<file path="config.mk">
export PLATFORM = sky130hd
export DESIGN_NAME = life_support_ctrl_flat
export DESIGN_NICKNAME = d
export VERILOG_FILES = /design/src/rtl/ls_pkg.sv /design/src/rtl/life_support_ctrl_if.sv /design/src/rtl/ls_hyst.sv /design/src/rtl/life_support_ctrl.sv /design/src/flat_wrapper.sv
export SDC_FILE = /design/constraint.sdc
export NUM_CORES = 1
export LEC_CHECK = 0
export ABC_AREA = 1
export BUFFER_PORTS_ARGS = -buffer_cell sky130_fd_sc_hd__buf_2
export CORE_ASPECT_RATIO = 0.9
export CORE_UTILIZATION = 44
export DETAILED_ROUTE_END_ITERATION = 12
export HOLD_SLACK_MARGIN = 0.02
export PLACE_DENSITY = 0.86
export SYNTH_ARGS = -nofsm -noshare
export SYNTH_HDL_FRONTEND = slang
export SYNTH_SLANG_ARGS = --single-unit
</file>
<file path="constraint.sdc">
create_clock -name clk -period 1.6 [get_ports clk]
set_clock_uncertainty 0.05 [all_clocks]
set_input_delay 0.32 -clock clk [delete_from_list [all_inputs] [get_ports clk]]
set_output_delay 0.32 -clock clk [all_outputs]
set_load 0.01 [all_outputs]
</file>
<file path="src/rtl/ls_pkg.sv">
// Shared state encoding and mode codes for the life-support controller and datapath.
package ls_pkg;

  typedef enum logic [2:0] {
    ST_CRUISE    = 3'd0,
    ST_DEFEND    = 3'd1,
    ST_STEALTH   = 3'd2,
    ST_RECHARGE  = 3'd3,
    ST_EMERGENCY = 3'd4
  } state_t;

  localparam logic [3:0] MODE_CRUISE  = 4'b0000;
  localparam logic [3:0] MODE_DEFEND  = 4'b0100;
  localparam logic [3:0] MODE_STEALTH = 4'b1000;

  function automatic logic [3:0] mode_of(state_t s);
    case (s)
      ST_DEFEND:  return MODE_DEFEND;
      ST_STEALTH: return MODE_STEALTH;
      default:    return MODE_CRUISE;
    endcase
  endfunction

endpackage

</file>
<file path="src/rtl/life_support_ctrl_if.sv">
// Status readback and command bundle between the bridge/threat side and the controller.
interface life_support_ctrl_if #(
  parameter int n = 8
);
  logic         atk_alert;
  logic         stealth_req;
  logic         alarm_clr;
  logic [n-1:0] shield_in;
  logic [n-1:0] temp_in;
  logic [n-1:0] pwr_in;
  logic [n-1:0] o2_in;
  logic         fatal_in;
  logic [3:0]   mode;
  logic         chrg;
  logic         o2sup;
  logic         alarm;
  logic [2:0]   state;

  modport master (
    output atk_alert, stealth_req, alarm_clr, shield_in, temp_in, pwr_in, o2_in, fatal_in,
    input  mode, chrg, o2sup, alarm, state
  );

  modport slave (
    input  atk_alert, stealth_req, alarm_clr, shield_in, temp_in, pwr_in, o2_in, fatal_in,
    output mode, chrg, o2sup, alarm, state
  );
endinterface

</file>
<file path="src/rtl/ls_hyst.sv">
// Registered set/clear hysteresis flag: sets below LO, clears at or above HI, holds between.
module ls_hyst #(
  parameter int n  = 8,
  parameter int LO = 20,
  parameter int HI = 200
) (
  input  logic         clk,
  input  logic         rst,
  input  logic [n-1:0] val,
  output logic         q
);
  localparam logic [n-1:0] LO_V = n'(LO);
  localparam logic [n-1:0] HI_V = n'(HI);

  always_ff @(posedge clk or negedge rst) begin
    if (!rst) begin
      q <= 1'b0;
    end else if (val < LO_V) begin
      q <= 1'b1;
    end else if (val >= HI_V) begin
      q <= 1'b0;
    end
  end
endmodule

</file>
<file path="src/rtl/life_support_ctrl.sv">
// Priority FSM driving mode/chrg/o2sup/alarm with dwell, attack-hold and fatal-clear counters.
// Build option: FATAL_LATCH_EN makes EMERGENCY sticky until alarm_clr.
module life_support_ctrl
  import ls_pkg::*;
#(
  parameter int n         = 8,
  parameter int PWR_LO    = 20,
  parameter int PWR_HI    = 200,
  parameter int O2_LO     = 30,
  parameter int O2_HI     = 220,
  parameter int SHIELD_LO = 50,
  parameter int MIN_DWELL = 8,
  parameter int ATK_HOLD  = 16,
  parameter int FATAL_CLR = 4
) (
  input logic                clk,
  input logic                rst,
  life_support_ctrl_if.slave bus
);
  localparam int DW = $clog2(MIN_DWELL + 1);
  localparam int HW = $clog2(ATK_HOLD + 1);
  localparam int FW = $clog2(FATAL_CLR + 1);

  localparam logic [n-1:0] PWR_LO_V    = n'(PWR_LO);
  localparam logic [n-1:0] PWR_HI_V    = n'(PWR_HI);
  localparam logic [n-1:0] SHIELD_LO_V = n'(SHIELD_LO);

  state_t        state_reg, state_next;
  logic [DW-1:0] dwell_reg, dwell_next;
  logic [HW-1:0] hold_reg,  hold_next;
  logic [FW-1:0] fcnt_reg,  fcnt_next;
  logic [3:0]    mode_reg,  mode_next;
  logic          alarm_reg, alarm_next;

  logic          pwr_lo, pwr_hi, shield_lo, threat, dwell_done;
  logic [n-1:0]  pwr_val, o2_val;
  logic          chrg_q, o2sup_q;

  assign pwr_lo    = bus.pwr_in < PWR_LO_V;
  assign pwr_hi    = bus.pwr_in >= PWR_HI_V;
  assign shield_lo = bus.shield_in < SHIELD_LO_V;
  assign threat    = bus.atk_alert | shield_lo;
  // dwell_reg holds one less than the cycles already spent in the state
  assign dwell_done = dwell_reg >= DW'(MIN_DWELL - 1);

  always_comb begin
    hold_next = '0;
    fcnt_next = '0;
    if (bus.atk_alert) begin
      hold_next = HW'(ATK_HOLD);
    end else if (hold_reg != '0) begin
      hold_next = hold_reg - HW'(1);
    end
    if (state_reg == ST_EMERGENCY && !bus.fatal_in) begin
      fcnt_next = (fcnt_reg == FW'(FATAL_CLR)) ? fcnt_reg : fcnt_reg + FW'(1);
    end
  end

  // next-state: fatal, then low power, then per-state rules
  always_comb begin
    state_next = state_reg;
    if (bus.fatal_in) begin
      state_next = ST_EMERGENCY;
    end else if (state_reg != ST_EMERGENCY && pwr_lo) begin
      state_next = ST_RECHARGE;
    end else begin
      case (state_reg)
        ST_CRUISE: begin
          if (threat)               state_next = ST_DEFEND;
          else if (bus.stealth_req) state_next = ST_STEALTH;
        end
        ST_DEFEND: begin
          if (hold_next == '0 && dwell_done && !threat) state_next = ST_CRUISE;
        end
        ST_STEALTH: begin
          if (threat && dwell_done)                 state_next = ST_DEFEND;
          else if (!bus.stealth_req && dwell_done)  state_next = ST_CRUISE;
        end
        ST_RECHARGE: begin
          if (pwr_hi) state_next = ST_CRUISE;
        end
        ST_EMERGENCY: begin
`ifdef FATAL_LATCH_EN
          if (bus.alarm_clr) state_next = ST_CRUISE;
`else
          if (fcnt_next >= FW'(FATAL_CLR)) state_next = ST_CRUISE;
`endif
        end
        default: state_next = ST_CRUISE;
      endcase
    end
  end

  always_comb begin
    mode_next  = mode_of(state_next);
    alarm_next = (state_next == ST_EMERGENCY);
    if (state_next != state_reg) begin
      dwell_next = '0;
    end else if (dwell_reg == DW'(MIN_DWELL)) begin
      dwell_next = dwell_reg;
    end else begin
      dwell_next = dwell_reg + DW'(1);
    end
  end

  always_ff @(posedge clk or negedge rst) begin
    if (!rst) begin
      state_reg <= ST_CRUISE;
      dwell_reg <= '0;
      hold_reg  <= '0;
      fcnt_reg  <= '0;
      mode_reg  <= MODE_CRUISE;
      alarm_reg <= 1'b0;
    end else begin
      state_reg <= state_next;
      dwell_reg <= dwell_next;
      hold_reg  <= hold_next;
      fcnt_reg  <= fcnt_next;
      mode_reg  <= mode_next;
      alarm_reg <= alarm_next;
    end
  end

  // Charge flag is set on entry to RECHARGE/EMERGENCY and cleared on any other next state.
  always_comb begin
    pwr_val = '1;
    if (state_next == ST_EMERGENCY)     pwr_val = '0;
    else if (state_next == ST_RECHARGE) pwr_val = bus.pwr_in;
  end

  // Forcing "O2 low" during EMERGENCY leaves the flag set afterwards until O2 recovers.
  assign o2_val = (state_next == ST_EMERGENCY) ? '0 : bus.o2_in;

  ls_hyst #(.n(n), .LO(PWR_LO), .HI(PWR_HI)) u_pwr_low (
    .clk (clk),
    .rst (rst),
    .val (pwr_val),
    .q   (chrg_q)
  );

  ls_hyst #(.n(n), .LO(O2_LO), .HI(O2_HI)) u_o2_low (
    .clk (clk),
    .rst (rst),
    .val (o2_val),
    .q   (o2sup_q)
  );

  assign bus.mode  = mode_reg;
  assign bus.chrg  = chrg_q;
  assign bus.o2sup = o2sup_q;
  assign bus.alarm = alarm_reg;
  assign bus.state = state_reg;
endmodule

</file>
<file path="src/flat_wrapper.sv">
// flat-port wrapper written by rule: the top's interface ports become plain ports
module life_support_ctrl_flat import ls_pkg::*;
#(
  parameter int n         = 8,
  parameter int PWR_LO    = 20,
  parameter int PWR_HI    = 200,
  parameter int O2_LO     = 30,
  parameter int O2_HI     = 220,
  parameter int SHIELD_LO = 50,
  parameter int MIN_DWELL = 8,
  parameter int ATK_HOLD  = 16,
  parameter int FATAL_CLR = 4
)
  (clk, rst, bus_atk_alert, bus_stealth_req, bus_alarm_clr, bus_shield_in, bus_temp_in, bus_pwr_in, bus_o2_in, bus_fatal_in, bus_mode, bus_chrg, bus_o2sup, bus_alarm, bus_state);
  life_support_ctrl_if #(.n(n)) bus_i ();
  input logic clk;
  input logic rst;
  input wire logic [$bits(bus_i.atk_alert)-1:0] bus_atk_alert;
  input wire logic [$bits(bus_i.stealth_req)-1:0] bus_stealth_req;
  input wire logic [$bits(bus_i.alarm_clr)-1:0] bus_alarm_clr;
  input wire logic [$bits(bus_i.shield_in)-1:0] bus_shield_in;
  input wire logic [$bits(bus_i.temp_in)-1:0] bus_temp_in;
  input wire logic [$bits(bus_i.pwr_in)-1:0] bus_pwr_in;
  input wire logic [$bits(bus_i.o2_in)-1:0] bus_o2_in;
  input wire logic [$bits(bus_i.fatal_in)-1:0] bus_fatal_in;
  output wire logic [$bits(bus_i.mode)-1:0] bus_mode;
  output wire logic [$bits(bus_i.chrg)-1:0] bus_chrg;
  output wire logic [$bits(bus_i.o2sup)-1:0] bus_o2sup;
  output wire logic [$bits(bus_i.alarm)-1:0] bus_alarm;
  output wire logic [$bits(bus_i.state)-1:0] bus_state;
  assign bus_i.atk_alert = bus_atk_alert;
  assign bus_i.stealth_req = bus_stealth_req;
  assign bus_i.alarm_clr = bus_alarm_clr;
  assign bus_i.shield_in = bus_shield_in;
  assign bus_i.temp_in = bus_temp_in;
  assign bus_i.pwr_in = bus_pwr_in;
  assign bus_i.o2_in = bus_o2_in;
  assign bus_i.fatal_in = bus_fatal_in;
  assign bus_mode = bus_i.mode;
  assign bus_chrg = bus_i.chrg;
  assign bus_o2sup = bus_i.o2sup;
  assign bus_alarm = bus_i.alarm;
  assign bus_state = bus_i.state;
  life_support_ctrl #(.n(n), .PWR_LO(PWR_LO), .PWR_HI(PWR_HI), .O2_LO(O2_LO), .O2_HI(O2_HI), .SHIELD_LO(SHIELD_LO), .MIN_DWELL(MIN_DWELL), .ATK_HOLD(ATK_HOLD), .FATAL_CLR(FATAL_CLR)) u_core (.clk(clk), .rst(rst), .bus(bus_i));
endmodule
</file>
==> results.sh <==
export IMPL_multi_input_area_sq_um=724
export IMPL_ys_async_sr_fraction_pct=100
export IMPL_nets=263
export IMPL_holdWs_ns=0.200
export IMPL_clock_sinks=20
export IMPL_power_frac_seq_pct=31.5
export IMPL_clock_power_share_pct=16.2
export IMPL_clk_latency_ns=0.31
export IMPL_routedWlPerCell_um=10.7
export IMPL_endpoint="u_core.bus.mode[3]"
export IMPL_powerDensity_nw_per_um2=1450
export IMPL_crit_family="simple AND/OR/NAND/NOR gates"
export IMPL_crit_start="u_core.hold_reg[0]"
export IMPL_ys_ff_latch=20
export IMPL_path_cells="inv_2, ha_4, inv_4, buf_4, nand4_1, nand2_1, nor2_2, nand3_1, nand2_2, nand3_4, buf_4, buf_6, nor2_4"
export IMPL_drt_first_pass_iters=4
export IMPL_synth_top_family_by_area="simple AND/OR/NAND/NOR gates"
export IMPL_die_x_um=58.4
export IMPL_synth_edf_count=0
export IMPL_ir_worst_vdd_uv=840
export IMPL_fin_crit_sh_pct=113
export IMPL_grt_pass1_wl_mm=4.86
export IMPL_rsz0062_at_grt="yes"
export IMPL_synth_simple_area_share_pct=31.5
export IMPL_core_rowCount=18
export IMPL_total_power_uw=2550
export IMPL_yosys_area_top_type="dfrtp_1"
export IMPL_worst_slack_ns=-0.216
export IMPL_critPathLaunchType="register"
export IMPL_cts_buffer_depth=2
export IMPL_grt_max_degree=21
export IMPL_synth_fa_ha_area_share_pct=5.95
export IMPL_max_freq_ghz=0.551
export IMPL_synthesis_area_sq_um=1260
export IMPL_failed_checks="negative setup slack"
export IMPL_num_vias=1196
export IMPL_crit_fanout=3
export IMPL_slew_viol_final=0
export IMPL_slowest_delay_ns=0.40
export IMPL_clkTransAtPathRegs_ns=0.11
export IMPL_postRouteAntennaNets=0
export IMPL_place_hpwl_mm=2.03
export IMPL_status="finished, violations left"
export IMPL_reg2regPathDepth=13
export IMPL_die_area_sq_um=3080
export IMPL_path_depth=13
export IMPL_grt_pass1_vias=1162
export IMPL_synth_compound_area_share_pct=8.43
export IMPL_synth_cell_types=28
export IMPL_syn_area_per_cell_sq_um=7.60
export IMPL_crit_arrival_ns=2.01
export IMPL_ioPinCount=48
export IMPL_yosysSeqAreaShare_pct=39.7
export IMPL_rrSetupSlack_ns=-0.22
export IMPL_finalHoldViolations=0
export IMPL_gp_congestion=0.817
export IMPL_nFillCells=237
export IMPL_internal_power_uw=1530
export IMPL_drc=0
export IMPL_switchingPower_uw=1020
export IMPL_initial_core_util_pct=46.3
export IMPL_cts_buffers=3
export IMPL_crit_path_end_kind="register"
export IMPL_placed_area_sq_um=1590
export IMPL_synth_top_area_share_pct=39.7
export IMPL_drive_above_1_share_pct=39.9
export IMPL_path_class="register to register"
export IMPL_synth_xor_area_share_pct=2.78
export IMPL_stdcell_area_sq_um=1750
export IMPL_fin_crit_ns=1.82
export IMPL_cts_tree="yes"
export IMPL_p_leak_uw=0.000960
export IMPL_ys_warnings_count=0
export IMPL_gr_total_overflow=0
export IMPL_wl_mm=2.75
export IMPL_drtIter0Drc=25
export IMPL_io_buffers=32
export IMPL_cts_root_buffer="clkbuf_4"
export IMPL_r2r_end="u_core.bus.mode[3]"
export IMPL_antenna_found_initial=0
export IMPL_hold_class="input port to register"
export IMPL_drv_cap=0
export IMPL_largest_reg_flops=5
export IMPL_seqCellArea_sq_um=500
export IMPL_die_h_um=52.8
export IMPL_worstHoldStart="bus_o2_in[5]"
export IMPL_switching_share_pct=39.9
export IMPL_synth_area_mux_share_pct=0
export IMPL_required_ns=1.80
export IMPL_syn_to_final_growth_pct=38.9
export IMPL_viasPerCell=4.64
export IMPL_path_buf_inv=5
export IMPL_ys_flop_type="dfrtp_1"
export IMPL_worst_path_max_delay_cell="dfrtp_1"
export IMPL_htree_levels=1
export IMPL_finalSetupViolations=8
export IMPL_worstReg2RegStart="u_core.hold_reg[0]"
export IMPL_synthCells=166
export IMPL_crit_path_frequent_cell="buf_4"
export IMPL_combPwrFrac_pct=52.3
export IMPL_core_area_sq_um=2730
export IMPL_gr_usage_all_layers_pct=21.3
export IMPL_n_antenna_cell=0
export IMPL_ys_top_cells_by_area="dfrtp_1 (40%), inv_1 (9.8%), nand2_1 (9.2%)"
[per-stage QoR]
step | setup slack, ns | TNS, ns | util [%] | cells
2_1_floorplan | -0.0402 | -0.159 | - | 167
4_1_cts | -0.218 | -1.54 | 62.4 | 258
3_5_place_dp | -0.211 | -1.33 | 58.2 | 250
3_3_place_gp | -0.159 | -0.988 | 58.2 | 250
5_1_grt | -0.358 | -2.69 | 64.3 | 258
6_report | -0.216 | -1.51 | 64.3 | 258
[cells by family (layout without fill, tap and decap cells)]
family	count (synthesis)	in the layout
other	1	2
AND/OR/NAND/NOR	82	82
XOR/XNOR	4	4
buffers and inverters	36	87
flip-flops	20	20
AO/OA/AOI/OAI	17	17
adder cells (fa/ha/maj)	6	6
[power by group through the flow]
stage          sequential (uW)  clock, uW  combinational (uW)
3_5_place_dp               810          0                1140
6_report                   803        413                1330
5_1_grt                    828        438                1500
3_3_place_gp               797          0                1100
2_1_floorplan              818          0                 735
4_1_cts                    798        419                1250
[cell type report]
type	instances	area share [%]
clock buffer	3	1.29
clock inverter	1	1.71
inverter	34	7.43
multi-input combinational	111	41.4
sequential	20	28.6
tap	40	2.86
timing repair buffer	49	16.8
[cells in the mapped netlist (all sizes together) (2+ instances only)]
| master | instances |
|---|---|
| dfrtp | 20 |
| nand4 | 3 |
| inv | 34 |
| xor2 | 3 |
| ha | 6 |
| o21ai | 7 |
| nand3 | 17 |
| nor2 | 26 |
| buf | 2 |
| nor3 | 2 |
| a21oi | 5 |
| nand2 | 33 |
[repair_timing]
item,in CTS,in global routing
hold buffers,1,0
pin swaps,14,5
endpoints found under the hold margin,20,0
gates resized for setup,9,10
buffers inserted,3,1
endpoints found under the setup margin,8,10
[cell usage in the layout (no fill, tap or decap), drive strengths merged]
cell type / instances
nor2: 26
buf: 48
a22oi: 1
ha: 6
o21a: 1
o311ai: 1
nand2: 33
bufinv: 1
nand3: 17
a21oi: 5
o21ai: 7
clkbuf: 3
nor3: 2
or2: 1
dlygate4sd3: 1
a22o: 1
nand4: 3
conb: 2
dfrtp: 20
inv: 34
xnor2: 1
a31oi: 1
xor2: 3
[metal layers]
| metal | up-vias | wire length [um] | track usage, % |
|---|---|---|---|
| met5 | - | 0 | 0 |
| met4 | 0 | 39 | 6.75 |
| met3 | 7 | 85 | 3.21 |
| met2 | 27 | 1490 | 42.1 |
| met1 | 544 | 1140 | 23.0 |
| li1 | 618 | - | - |
[how the worst min path moves through the flow]
stage | endpoint | slack [ns] | cells after the start
CTS | u_core.u_o2_low.q | 0.21 | 2
global placement | u_core.dwell_reg[2] | 0.24 | 1
finish | u_core.u_o2_low.q | 0.20 | 2
global route | u_core.u_o2_low.q | 0.19 | 2
floorplan | u_core.bus.alarm | -0.03 | 0
detailed placement | u_core.hold_reg[4] | 0.24 | 1
Note: power is estimated with default switching activity, not from simulation.
